==> src/rtl/noc_queue_pkg.sv <==
// Shared constants, flit typedef and sizing helper for the NoC virtual-channel queue.
package noc_queue_pkg;

    localparam int unsigned DATA_W_DEF = 16;
    localparam int unsigned DEPTH_DEF  = 4;
    localparam int unsigned NUM_VC_DEF = 2;

    typedef logic [DATA_W_DEF-1:0] flit_t;

    // VC index width; a single VC still needs a 1-bit select port.
    function automatic int unsigned vc_width(input int unsigned n);
        return (n <= 1) ? 1 : $clog2(n);
    endfunction

endpackage

==> src/rtl/noc_fifo_slice.sv <==
// One virtual-channel FIFO: storage, wrapping pointers and occupancy count.
module noc_fifo_slice #(
    parameter int unsigned DATA_W = 16,
    parameter int unsigned DEPTH  = 4
) (
    input  logic              clk,
    input  logic              rst,
    input  logic              push,
    input  logic              pop,
    input  logic [DATA_W-1:0] data_i,
    output logic [DATA_W-1:0] head_o,
    output logic              full_o,
    output logic              empty_o
);

    localparam int unsigned PTR_W = $clog2(DEPTH);
    localparam int unsigned CNT_W = $clog2(DEPTH) + 1;

    logic [DATA_W-1:0] mem [DEPTH];
    logic [PTR_W-1:0]  rd_ptr;
    logic [PTR_W-1:0]  wr_ptr;
    logic [CNT_W-1:0]  count;

    // Pointers wrap naturally since DEPTH is a power of two.
    always_ff @(posedge clk) begin
        if (!rst) begin
            rd_ptr <= '0;
            wr_ptr <= '0;
            count  <= '0;
        end else begin
            if (push) wr_ptr <= wr_ptr + PTR_W'(1);
            if (pop)  rd_ptr <= rd_ptr + PTR_W'(1);
            case ({push, pop})
                2'b10:   count <= count + CNT_W'(1);
                2'b01:   count <= count - CNT_W'(1);
                default: count <= count;
            endcase
        end
    end

    always_ff @(posedge clk) begin
        if (rst && push) mem[wr_ptr] <= data_i;
    end

    assign head_o  = mem[rd_ptr];
    assign full_o  = (count == CNT_W'(DEPTH));
    assign empty_o = (count == '0);

endmodule

==> src/rtl/noc_vc_queue.sv <==
// Multi-VC input queue with registered pop data and per-VC credit return.
// Optional sticky error flag err_o enabled by defining NOC_QUEUE_ERR_EN.
module noc_vc_queue
    import noc_queue_pkg::*;
#(
    parameter int unsigned DATA_W = DATA_W_DEF,
    parameter int unsigned DEPTH  = DEPTH_DEF,
    parameter int unsigned NUM_VC = NUM_VC_DEF,
    localparam int unsigned VC_W  = vc_width(NUM_VC)
) (
    input  logic              clk,
    input  logic              rst,
    input  logic              push_req_i,
    input  logic [VC_W-1:0]   push_vc_i,
    input  logic [DATA_W-1:0] data_i,
    input  logic              pop_req_i,
    input  logic [VC_W-1:0]   pop_vc_i,
    output logic [DATA_W-1:0] data_o,
    output logic              data_valid_o,
    output logic [NUM_VC-1:0] full_o,
    output logic [NUM_VC-1:0] empty_o,
    output logic [NUM_VC-1:0] credit_o
`ifdef NOC_QUEUE_ERR_EN
   ,output logic              err_o
`endif
);

    logic [NUM_VC-1:0] push_acc;
    logic [NUM_VC-1:0] pop_acc;
    logic [DATA_W-1:0] head [NUM_VC];
    logic [DATA_W-1:0] pop_data;

    // Out-of-range VC indices match no slice and are therefore rejected.
    for (genvar v = 0; v < NUM_VC; v++) begin : g_vc
        assign push_acc[v] = push_req_i && (push_vc_i == VC_W'(v)) && !full_o[v];
        assign pop_acc[v]  = pop_req_i  && (pop_vc_i  == VC_W'(v)) && !empty_o[v];

        noc_fifo_slice #(
            .DATA_W (DATA_W),
            .DEPTH  (DEPTH)
        ) u_slice (
            .clk     (clk),
            .rst     (rst),
            .push    (push_acc[v]),
            .pop     (pop_acc[v]),
            .data_i  (data_i),
            .head_o  (head[v]),
            .full_o  (full_o[v]),
            .empty_o (empty_o[v])
        );
    end

    always_comb begin
        pop_data = '0;
        for (int unsigned v = 0; v < NUM_VC; v++) begin
            if (pop_acc[v]) pop_data = head[v];
        end
    end

    // data_o holds its last value when no pop is accepted.
    always_ff @(posedge clk) begin
        if (!rst) begin
            data_o       <= '0;
            data_valid_o <= 1'b0;
            credit_o     <= '0;
        end else begin
            data_valid_o <= |pop_acc;
            credit_o     <= pop_acc;
            if (|pop_acc) data_o <= pop_data;
        end
    end

`ifdef NOC_QUEUE_ERR_EN
    // A request that no slice accepted was full, empty or out of range.
    always_ff @(posedge clk) begin
        if (!rst) begin
            err_o <= 1'b0;
        end else if ((push_req_i && !(|push_acc)) || (pop_req_i && !(|pop_acc))) begin
            err_o <= 1'b1;
        end
    end
`endif

endmodule

==> config.mk <==
export PLATFORM = sky130hd
export DESIGN_NAME = noc_vc_queue
export DESIGN_NICKNAME = d
export VERILOG_FILES = /design/src/rtl/noc_queue_pkg.sv /design/src/rtl/noc_fifo_slice.sv /design/src/rtl/noc_vc_queue.sv
export SDC_FILE = /design/constraint.sdc
export NUM_CORES = 1
export LEC_CHECK = 0
export BUFFER_PORTS_ARGS = -buffer_cell sky130_fd_sc_hd__clkbuf_2
export CORE_MARGIN = 2
export CORE_UTILIZATION = 40
export CTS_CLUSTER_DIAMETER = 50
export DETAILED_ROUTE_END_ITERATION = 8
export RECOVER_POWER = 100
export SKIP_CTS_REPAIR_TIMING = 1
export SLEW_MARGIN = 10
export SYNTH_ARGS = -nofsm -noshare
export SYNTH_HDL_FRONTEND = slang
export SYNTH_SLANG_ARGS = --single-unit
==> constraint.sdc <==
create_clock -name clk -period 2.9 [get_ports clk]
set_input_delay 0.58 -clock clk [delete_from_list [all_inputs] [get_ports clk]]
set_output_delay 0.58 -clock clk [all_outputs]
set_load 0.01 [all_outputs]
# == Yosys cells after proc, flatten, opt, wreduce, memory -nomap -nowiden ==
# Memory sizes are Yosys's and may differ from the RTL's. A register that Yosys moved wholly into a read port is not among the register bits.
# Cells that the tools add are included.
# totals
reg_bits,33
ramBits,128
word_cells,58
mem_count,2
# memory_table
name,words,width,read_ports,rd_ports_with_merged_regs,write_ports,line_no,rtl
g_vc[0].u_slice.mem,4,16,1,1,1,noc_fifo_slice.sv:19,logic [DATA_W-1:0] mem [DEPTH];
g_vc[1].u_slice.mem,4,16,1,1,1,noc_fifo_slice.sv:19,
# classes
addsub,8
n_eq_ne,6
muxes,12
n_bitwise,2
reduce_logical,19
# ops
op,n
two-way mux 16 bit,2
one-hot mux 3 bit (2 select lines),2
logical AND 1 bit,10
"adder 2 x 1 -> 2 bit, second input constant",4
two-way mux 2 bit,4
"adder 3 x 1 -> 3 bit, second input constant",2
"equality test 3 bit, second input constant",2
logical NOT 3 bit,2
"subtractor 3 x 1 -> 3 bit, second input constant",2
"equality test 2 x 1 -> 1 bit, second input constant",2
"equality test 2 bit, second input constant",2
logical NOT 1 bit,4
two-way mux 1 bit,4
nonzero test 2 bit,2
inverter 1 bit,2
OR reduction 2 bit,1

# == Longest topological paths before layout ==
# Gate-level depths: netlist (run 1).
# logic_depth
depth_word,6
mapped_depth,10
depth_no_buf,9

# == Modules after synthesis ==
# Synthesis (run 1) repeated with hierarchy kept, for this count alone.
# hier_totals
cells_unflattened,347
hier_area_um2,6453.7
# by_module_without_submodules
module,n_inst,cells_per_inst,area_each_um2
noc_fifo_slice,2,131,2800.2
noc_vc_queue,1,85,853.3

# == Worst setup path after synthesis (run 1) ==
# Ideal clock, no wire load.
# synth_timing
path_kind,input-to-reg
start,input port pop_vc_i
end,register g_vc[0].u_slice.count[2]
setup_ps,70
arrival_time_ps,2212
required_time_ps,2830
setup_slack_ps,618
path_stages,9
path_buffers,1
cell_sequence,nand2b_1 clkbuf_1 nor2_1 ha_1 inv_1 fa_1 xor2_1 or3_1 a21oi_1
# synth_between
elab_chain_cells,5
# synth_rtl
item,line_no,rtl
from (decl),noc_vc_queue.sv:17,"input logic [VC_W-1:0] pop_vc_i,"
inverter 1 bit (*),noc_vc_queue.sv:36,assign pop_acc[v] = pop_req_i && (pop_vc_i == VC_W'(v)) && !empty_o[v];
logical AND 1 bit (*) (2 in a row),noc_vc_queue.sv:36,
via g_vc[0].u_slice.pop,noc_fifo_slice.sv:9,"input logic pop,"
equality test 2 x 1 -> 1 bit / equality test 2 bit (equally long branches),noc_fifo_slice.sv:33,"case ({push, pop})"
one-hot mux 3 bit (2 select lines) / nonzero test 2 bit (equally long branches),--,
to (signal assigned),noc_fifo_slice.sv:34,2'b10: count <= count + CNT_W'(1);
to (signal assigned),noc_fifo_slice.sv:35,2'b01: count <= count - CNT_W'(1);
to (signal assigned),noc_fifo_slice.sv:36,default: count <= count;
to (decl),noc_fifo_slice.sv:22,logic [CNT_W-1:0] count;
# The timed path passes the listed nets; every way through them passes the cells marked *.
# A chain may end at the register's enable or synchronous reset.

# == Final worst setup path (run 1) ==
# layout_timing
start,register g_vc[0].u_slice.count[2]
end,output port empty_o[0]
# layout_between
elab_chain_cells,1
# layout_rtl
item,line_no,rtl
logical NOT 3 bit,noc_fifo_slice.sv:47,assign empty_o = (count == '0);
to (decl),noc_vc_queue.sv:21,"output logic [NUM_VC-1:0] empty_o,"
# Every way passes these cells.

==> results of run 1 <==
metrics by stage:
step	hold WS [ns]	util (%)	total power [uW]	setup slack, ns	cells
global placement	0.4611	43.96	3103	0.6095	622
CTS	0.4142	47.19	5077	0.5594	654
floorplan	0.4544	-	2975	0.6181	370
finish	0.4493	46.62	5006	0.4168	655
global route	0.4405	46.60	5209	0.2510	654
detailed placement	0.4857	43.96	3117	0.5011	622
area by class of cell:
| type | count | share of cell area, % |
|---|---|---|
| tap | 216 | 3.636 |
| inverter | 17 | 0.8586 |
| antenna | 1 | 0.03367 |
| timing repair buffer | 64 | 3.822 |
| clock inverter | 15 | 1.212 |
| multi-input combinational | 160 | 23.03 |
| clock buffer | 17 | 5.724 |
| sequential | 165 | 61.68 |
layer usage:
metal  global-route usage [%]  up-vias  share of wire [%]
met4                    6.159        0                2.1
li1                         -     1605                  -
met3                    4.498       22                4.7
met1                    19.96     1762                 43
met5                        0        -                  0
met2                    27.72       77                 50
cell families after synthesis:
logic type | Yosys count | share of synthesized area (%)
flops | 165 | 69.87
xor+xnor | 4 | 0.5339
compound gates | 73 | 7.532
mux | 32 | 12.24
fa+ha+maj | 12 | 2.517
buf+inv | 45 | 3.928
simple gates | 39 | 3.375
report_power, final:
| part | internal (uW) | total, uW | switching (uW) |
|---|---|---|---|
| Sequential | 2610 | 2640 | 37.0 |
| Combinational | 143 | 402 | 259 |
| Clock | 1080 | 1960 | 881 |
worst max-delay path, stage by stage (launching register included):
cell	delay, ns
dfxtp_1	0.32
or3_1	0.42
inv_2	0.07
clkbuf_2	0.43
clkbuf_2	0.23
path summary, 6_finish.rpt:
kind                                 start                    endpoint  slack (ns)
setup / recovery  g_vc[0].u_slice.count[2]                  empty_o[0]        0.42
hold / removal                         rst                data_valid_o        0.45
setup reg to reg  g_vc[0].u_slice.count[2]  g_vc[0].u_slice.mem[3][10]        0.49
hold reg to reg                 data_o[12]                  data_o[12]        0.49
cells in the mapped netlist, drive strengths merged (4+ instances only):
cell / instances
or3: 5
nor2: 8
ha: 10
a32oi: 16
a21oi: 30
xor2: 4
o211ai: 16
edfxtp: 128
and2: 8
mux4: 32
o21ai: 4
dfxtp: 37
clkbuf: 7
inv: 16
buf: 21
registers in the layout, summed over array words and instances, names as in the netlist, named ones only:
signal,flops
data_o,16
data_valid_o,1
credit_o,2
g_vc.u_slice.count,6
g_vc.u_slice.mem,128
g_vc.u_slice.rd_ptr,4
g_vc.u_slice.wr_ptr,4
==> results.md, run 1 <==
- Outcome: finished, final reports clean
- EDFF count, synth: 128
- FP Rows: 46
- Dominant cell type by area after synthesis: edfxtp_1
- Max FO, Critical Path: 21
- Dpl hpwl: 7819 um
- DRC: 0
- Initial DRT Pass Iterations: 4
- Clock sinks: 165
- Number of synthesized register bits: 165
- Total track usage: 16.33%
- First-pass GRT wire length: 20890 um
- Vias in the first global route: 3593
- Worst r2r path cells: 5
- # IOs: 45
- Clock Path Buffers: 2
- Final nets: 459
- Synth cell types: 38
- WL per Instance: 20.49 um
- Max-cap violations: 0
- Fin area: 7432 um2
- Gpl congestion: 0.7138
- Synthesis-to-finish area growth: 13.27%
- Die X: 132.1 um
- Largest net degree at the start of global routing: 35
- RSZ-0062 raised after global routing: no
- Hold path cells: 2
- Yosys warning count: 0
- Syn nets: 404
- Pleak: 0.002347 uW
- CP required: 2.32 ns
- IO buf count: 44
- Via count: 3466
- Placed cell area: 7008 um2
- Number of routed nets with antenna violations: 0
- # setup viols final: 0
- Placeable Area: 15940 um2
- Slew Viols, Final: 0
- Starting Density: 41.16%
- Hold Fails Final Rpt: 0
- Total global routing overflow: 0
- Cts bufs inserted: 17
- Root buffer cell: clkbuf_16
- Pwr dens: 673.5 nW/um2
- Clock Skews: 0.005368 ns
- Area of the multi-input gates: 1712 um2
- H-tree Lvls: 4
- CP arrival: 1.90 ns
- Mapped Area: 6561 um2
- Worst-Margin Slew: 1.156 ns
- Max frequency: 402.7 MHz
- Most common cell after layout, fill and taps aside: edfxtp_1
- DIE AREA: 17440 um2
- CP endpoint kind: output port
- Final period util: 85.63%
- Setup TNS: 0 ns
- FF+latch area: 4584 um2
- Cells after synthesis: 370
- CTS tree: done
- Most frequent cells in the layout: edfxtp_1, clkbuf_1, dfxtp_1, a21oi_1, mux4_1
- Hold WC Path Type: in -> reg
- Fillers: 1389
- Clk pin slew, worst setup/hold paths: 0.06 ns
- Final worst path period need: 2.483 ns
- Worst skew pair latency: 0.42 ns
- Initial antenna violation count: 1
- DR iter-0 viols: 222
- WS Path Type: reg -> out
- Via density: 5.292
- Synth area leaders: edfxtp_1, dfxtp_1, mux4_1
- Register area share after synthesis: 69.87%
- Startpoint types: flip-flop
- Worst slew margin: 22.96%
- Share of post-route cells with drive strength above 1: 13.70%
- Die Span Y: 132.1 um
- Synth Area per Inst: 17.73 um2
- Asr flop ratio synth: 0%
- VDD IR max: 0.3902 mV
- Synth Flop Type: edfxtp_1
- Share of the synthesized area in the top cell type: 58.58%
- WL final: 13420 um
No activity file was read; power rests on OpenSTA's default activity.
==> inputs of run 2 (changes only) <==
Settings changed: GPL_TIMING_DRIVEN set to 0, RECOVER_POWER 100 to not set.
==> run 2 against run 1 <==
Compared with the run above: sequential power barely moved; clock-buffer cell count grew 2; flip-flop and latch count is the same; combinational power is 14% higher; setup slack worse by 0.033 ns; via count rose by 1.8%; critical endpoint is now g_vc[1].u_slice.count[2]; largest cell class unchanged; largest power group unchanged.
==> results.md, run 2 (synthesized netlist as in run 1, its figures left out) <==
- WS Path Type: reg -> reg
- Worst path cell trace: o311ai_2 > inv_2 > buf_2 > ha_1 > inv_1 > fa_1 > xor2_1 > or3_1 > a21oi_1
- CP arrival: 2.86 ns (+0.96 ns)
- Most frequent cells in the layout: edfxtp_1, clkbuf_2, dfxtp_1, a21oi_1, mux4_1
- Largest net degree at the start of global routing: 17 (-51%)
- CP endpoint kind: flip-flop
- Worst-Margin Slew: 1.105 ns (-0.05087 ns)
- CP max stage cell: dfxtp_1
- # setup viols final: 0 (unchanged)
- First-pass GRT wire length: 21400 um (+2.5%)
- FP Rows: 46 (unchanged)
- Total track usage: 16.86% (+0.53 points)
- Setup TNS: 0 ns (unchanged)
- Hold WC Path Type: in -> reg
- FF-to-FF End: g_vc[1].u_slice.count[2]
- CTS tree: done
- WL final: 13920 um (+3.7%)
- IO buf count: 44 (unchanged)
- Placed cell area: 7052 um2 (+0.62%)
- Pleak: 0.002585 uW (+10%)
- CP startpoint: g_vc[1].u_slice.count[0]
- Root buffer cell: clkbuf_16
- Ant diodes: 0 (-1)
- Placeable Area: 15940 um2 (unchanged)
- Total global routing overflow: 0 (unchanged)
- Register share of total power: 47.8% (-5.0 points)
- Final worst path period need: 2.516 ns (+0.03312 ns)
- Worst path bufs/invs: 3 (unchanged)
- Clock share of power: 43.9% (+4.8 points)
- P_sw: 1206 uW (+2.4%)
- Largest regs: g_vc.u_slice.mem x128, data_o x16, g_vc.u_slice.count x6
- Final nets: 467 (+1.7%)
- Sw frac: 21.83% (-1.7 points)
- Internal: 4319 uW (+13%)
- Outcome: finished, final reports clean
- Initial antenna violation count: 0 (-1)
- RSZ-0062 raised after global routing: no
- Pwr dens: 718.8 nW/um2 (+6.7%)
- Worst skew pair latency: 0.43 ns (about the same)
- Max FO, Critical Path: 10 (-52%)
- Max frequency: 397.4 MHz (-1.3%)
- M2 GR Usage: 28.36% (+0.64 points)
- Most flops, register: g_vc.u_slice.mem
- Final period util: 86.77% (+1.1 points)
- CP required: 3.25 ns (+0.93 ns)
- Placement-stage worst setup slack: 0.1018 ns (-0.3993 ns)
- Clock Skews: 0.007857 ns (+0.002489 ns)
- Synthesis-to-finish area growth: 17.16%
- Starting Density: 41.16% (unchanged)
- Most common cell after layout, fill and taps aside: edfxtp_1
- Number of routed nets with antenna violations: 0 (unchanged)
- Gpl congestion: 0.7485 (+4.9%)
- Die Span Y: 132.1 um (unchanged)
- Clock Path Buffers: 2 (unchanged)
- Met1 GRT Util: 20.85% (+0.89 points)
- Share of post-route cells with drive strength above 1: 23.77% (+10 points)
- Slew Viols, Final: 0 (unchanged)
- Largest delay share family, worst path: buffers and inverters
- Worst r2r path cells: 9 (+4)
- Fin area: 7687 um2 (+3.4%)
- Cts bufs inserted: 17 (unchanged)
- Gate power share: 8.3% (+0.3 points)
- Met3 track utilization from global routing: 4.383% (-0.12 points)
- Worst slew margin: 26.35% (+3.4 points)
- DIE AREA: 17440 um2 (unchanged)
- Die X: 132.1 um (unchanged)
- WL per Instance: 21.02 um (+2.6%)
- Max incr delay on CP: 0.41 ns (-0.02 ns)
- DRC: 0 (unchanged)
- DR iter-0 viols: 294 (+32%)
- # IOs: 45 (unchanged)
- Dpl hpwl: 8457 um (+8.2%)
- Via density: 5.329 (+0.71%)
- Vias in the first global route: 3698 (+2.9%)
- R2R Setup Slk: 0.38 ns (-0.11 ns)
- Hold Fails Final Rpt: 0 (unchanged)
- Clock sinks: 165 (unchanged)
- Max-cap violations: 0 (unchanged)
- Initial DRT Pass Iterations: 5 (+1)
- FF-to-FF Start: g_vc[1].u_slice.count[0]
- Via count: 3528 (+1.8%)
- Levels on crit path: 9 (+5)
- Worst Setup EP: g_vc[1].u_slice.count[2]
- Startpoint types: flip-flop
- Clk pin slew, worst setup/hold paths: 0.06 ns (about the same)
- VDD IR max: 0.4479 mV (+15%)
- Worst setup margin: 0.3837 ns (-0.03312 ns)
- H-tree Lvls: 4 (unchanged)
- Largest register FFs: 128 (unchanged)
- Most used routing layer: met2
run 2: cell types whose count changed in the layout (fill, tap and decap cells not counted), sizes merged, moves of 3 or more:
cell      previous run  this run
buf                  8        21
bufinv               0         5
clkinv              10         6
clkinvlp             4         0
clkbuf              73        70
run 2: metal layers:
metal / vias up / wire length, um
met4: 0 / 220
met5: - / 0
met3: 17 / 684
li1: 1615 / -
met2: 84 / 7094
met1: 1812 / 5918
run 2: area by class of cell:
class	count	area, um2
flip-flops and latches	165	4584
multi-input cells	160	1719
clock inverters	13	202.7
inverters	17	63.81
well taps	216	270.3
repair buffers	44	220.2
fillers	1343	8255
plain buffers	28	193.9
clock buffers	19	432.9
run 2: how the worst min path moves through the flow:
stage | slack, ns | endpoint | depth (start not counted) | from
after floorplan | 0.45 | flip-flop | 2 | g_vc[1].u_slice.rd_ptr[0]
after CTS | 0.42 | data_valid_o | 2 | rst
final | 0.43 | g_vc[0].u_slice.mem[0][9] | 1 | data_i[9]
after global placement | 0.47 | g_vc[1].u_slice.rd_ptr[0] | 2 | g_vc[1].u_slice.rd_ptr[0]
after global routing | 0.43 | g_vc[1].u_slice.mem[1][4] | 1 | data_i[4]
after detailed placement | 0.48 | g_vc[1].u_slice.rd_ptr[0] | 2 | g_vc[1].u_slice.rd_ptr[0]
run 2: power groups by stage:
stage | clock network, uW | logic, uW | registers [uW]
after CTS | 2460 | 461 | 2640
after detailed placement | 0 | 460 | 2690
after global routing | 2570 | 496 | 2650
after global placement | 0 | 447 | 2690
after floorplan | 0 | 281 | 2690
final | 2430 | 458 | 2640
run 2: stage by stage:
step / utilization, % / std cells / power (uW) / hold WS [ns]
2_1_floorplan: - / 370 / 2975 / 0.4544
3_3_place_gp: 44.23 / 630 / 3135 / 0.4665
3_5_place_dp: 44.23 / 630 / 3151 / 0.4770
4_1_cts: 48.22 / 662 / 5560 / 0.4182
5_1_grt: 48.22 / 662 / 5713 / 0.4307
6_report: 48.22 / 662 / 5525 / 0.4321
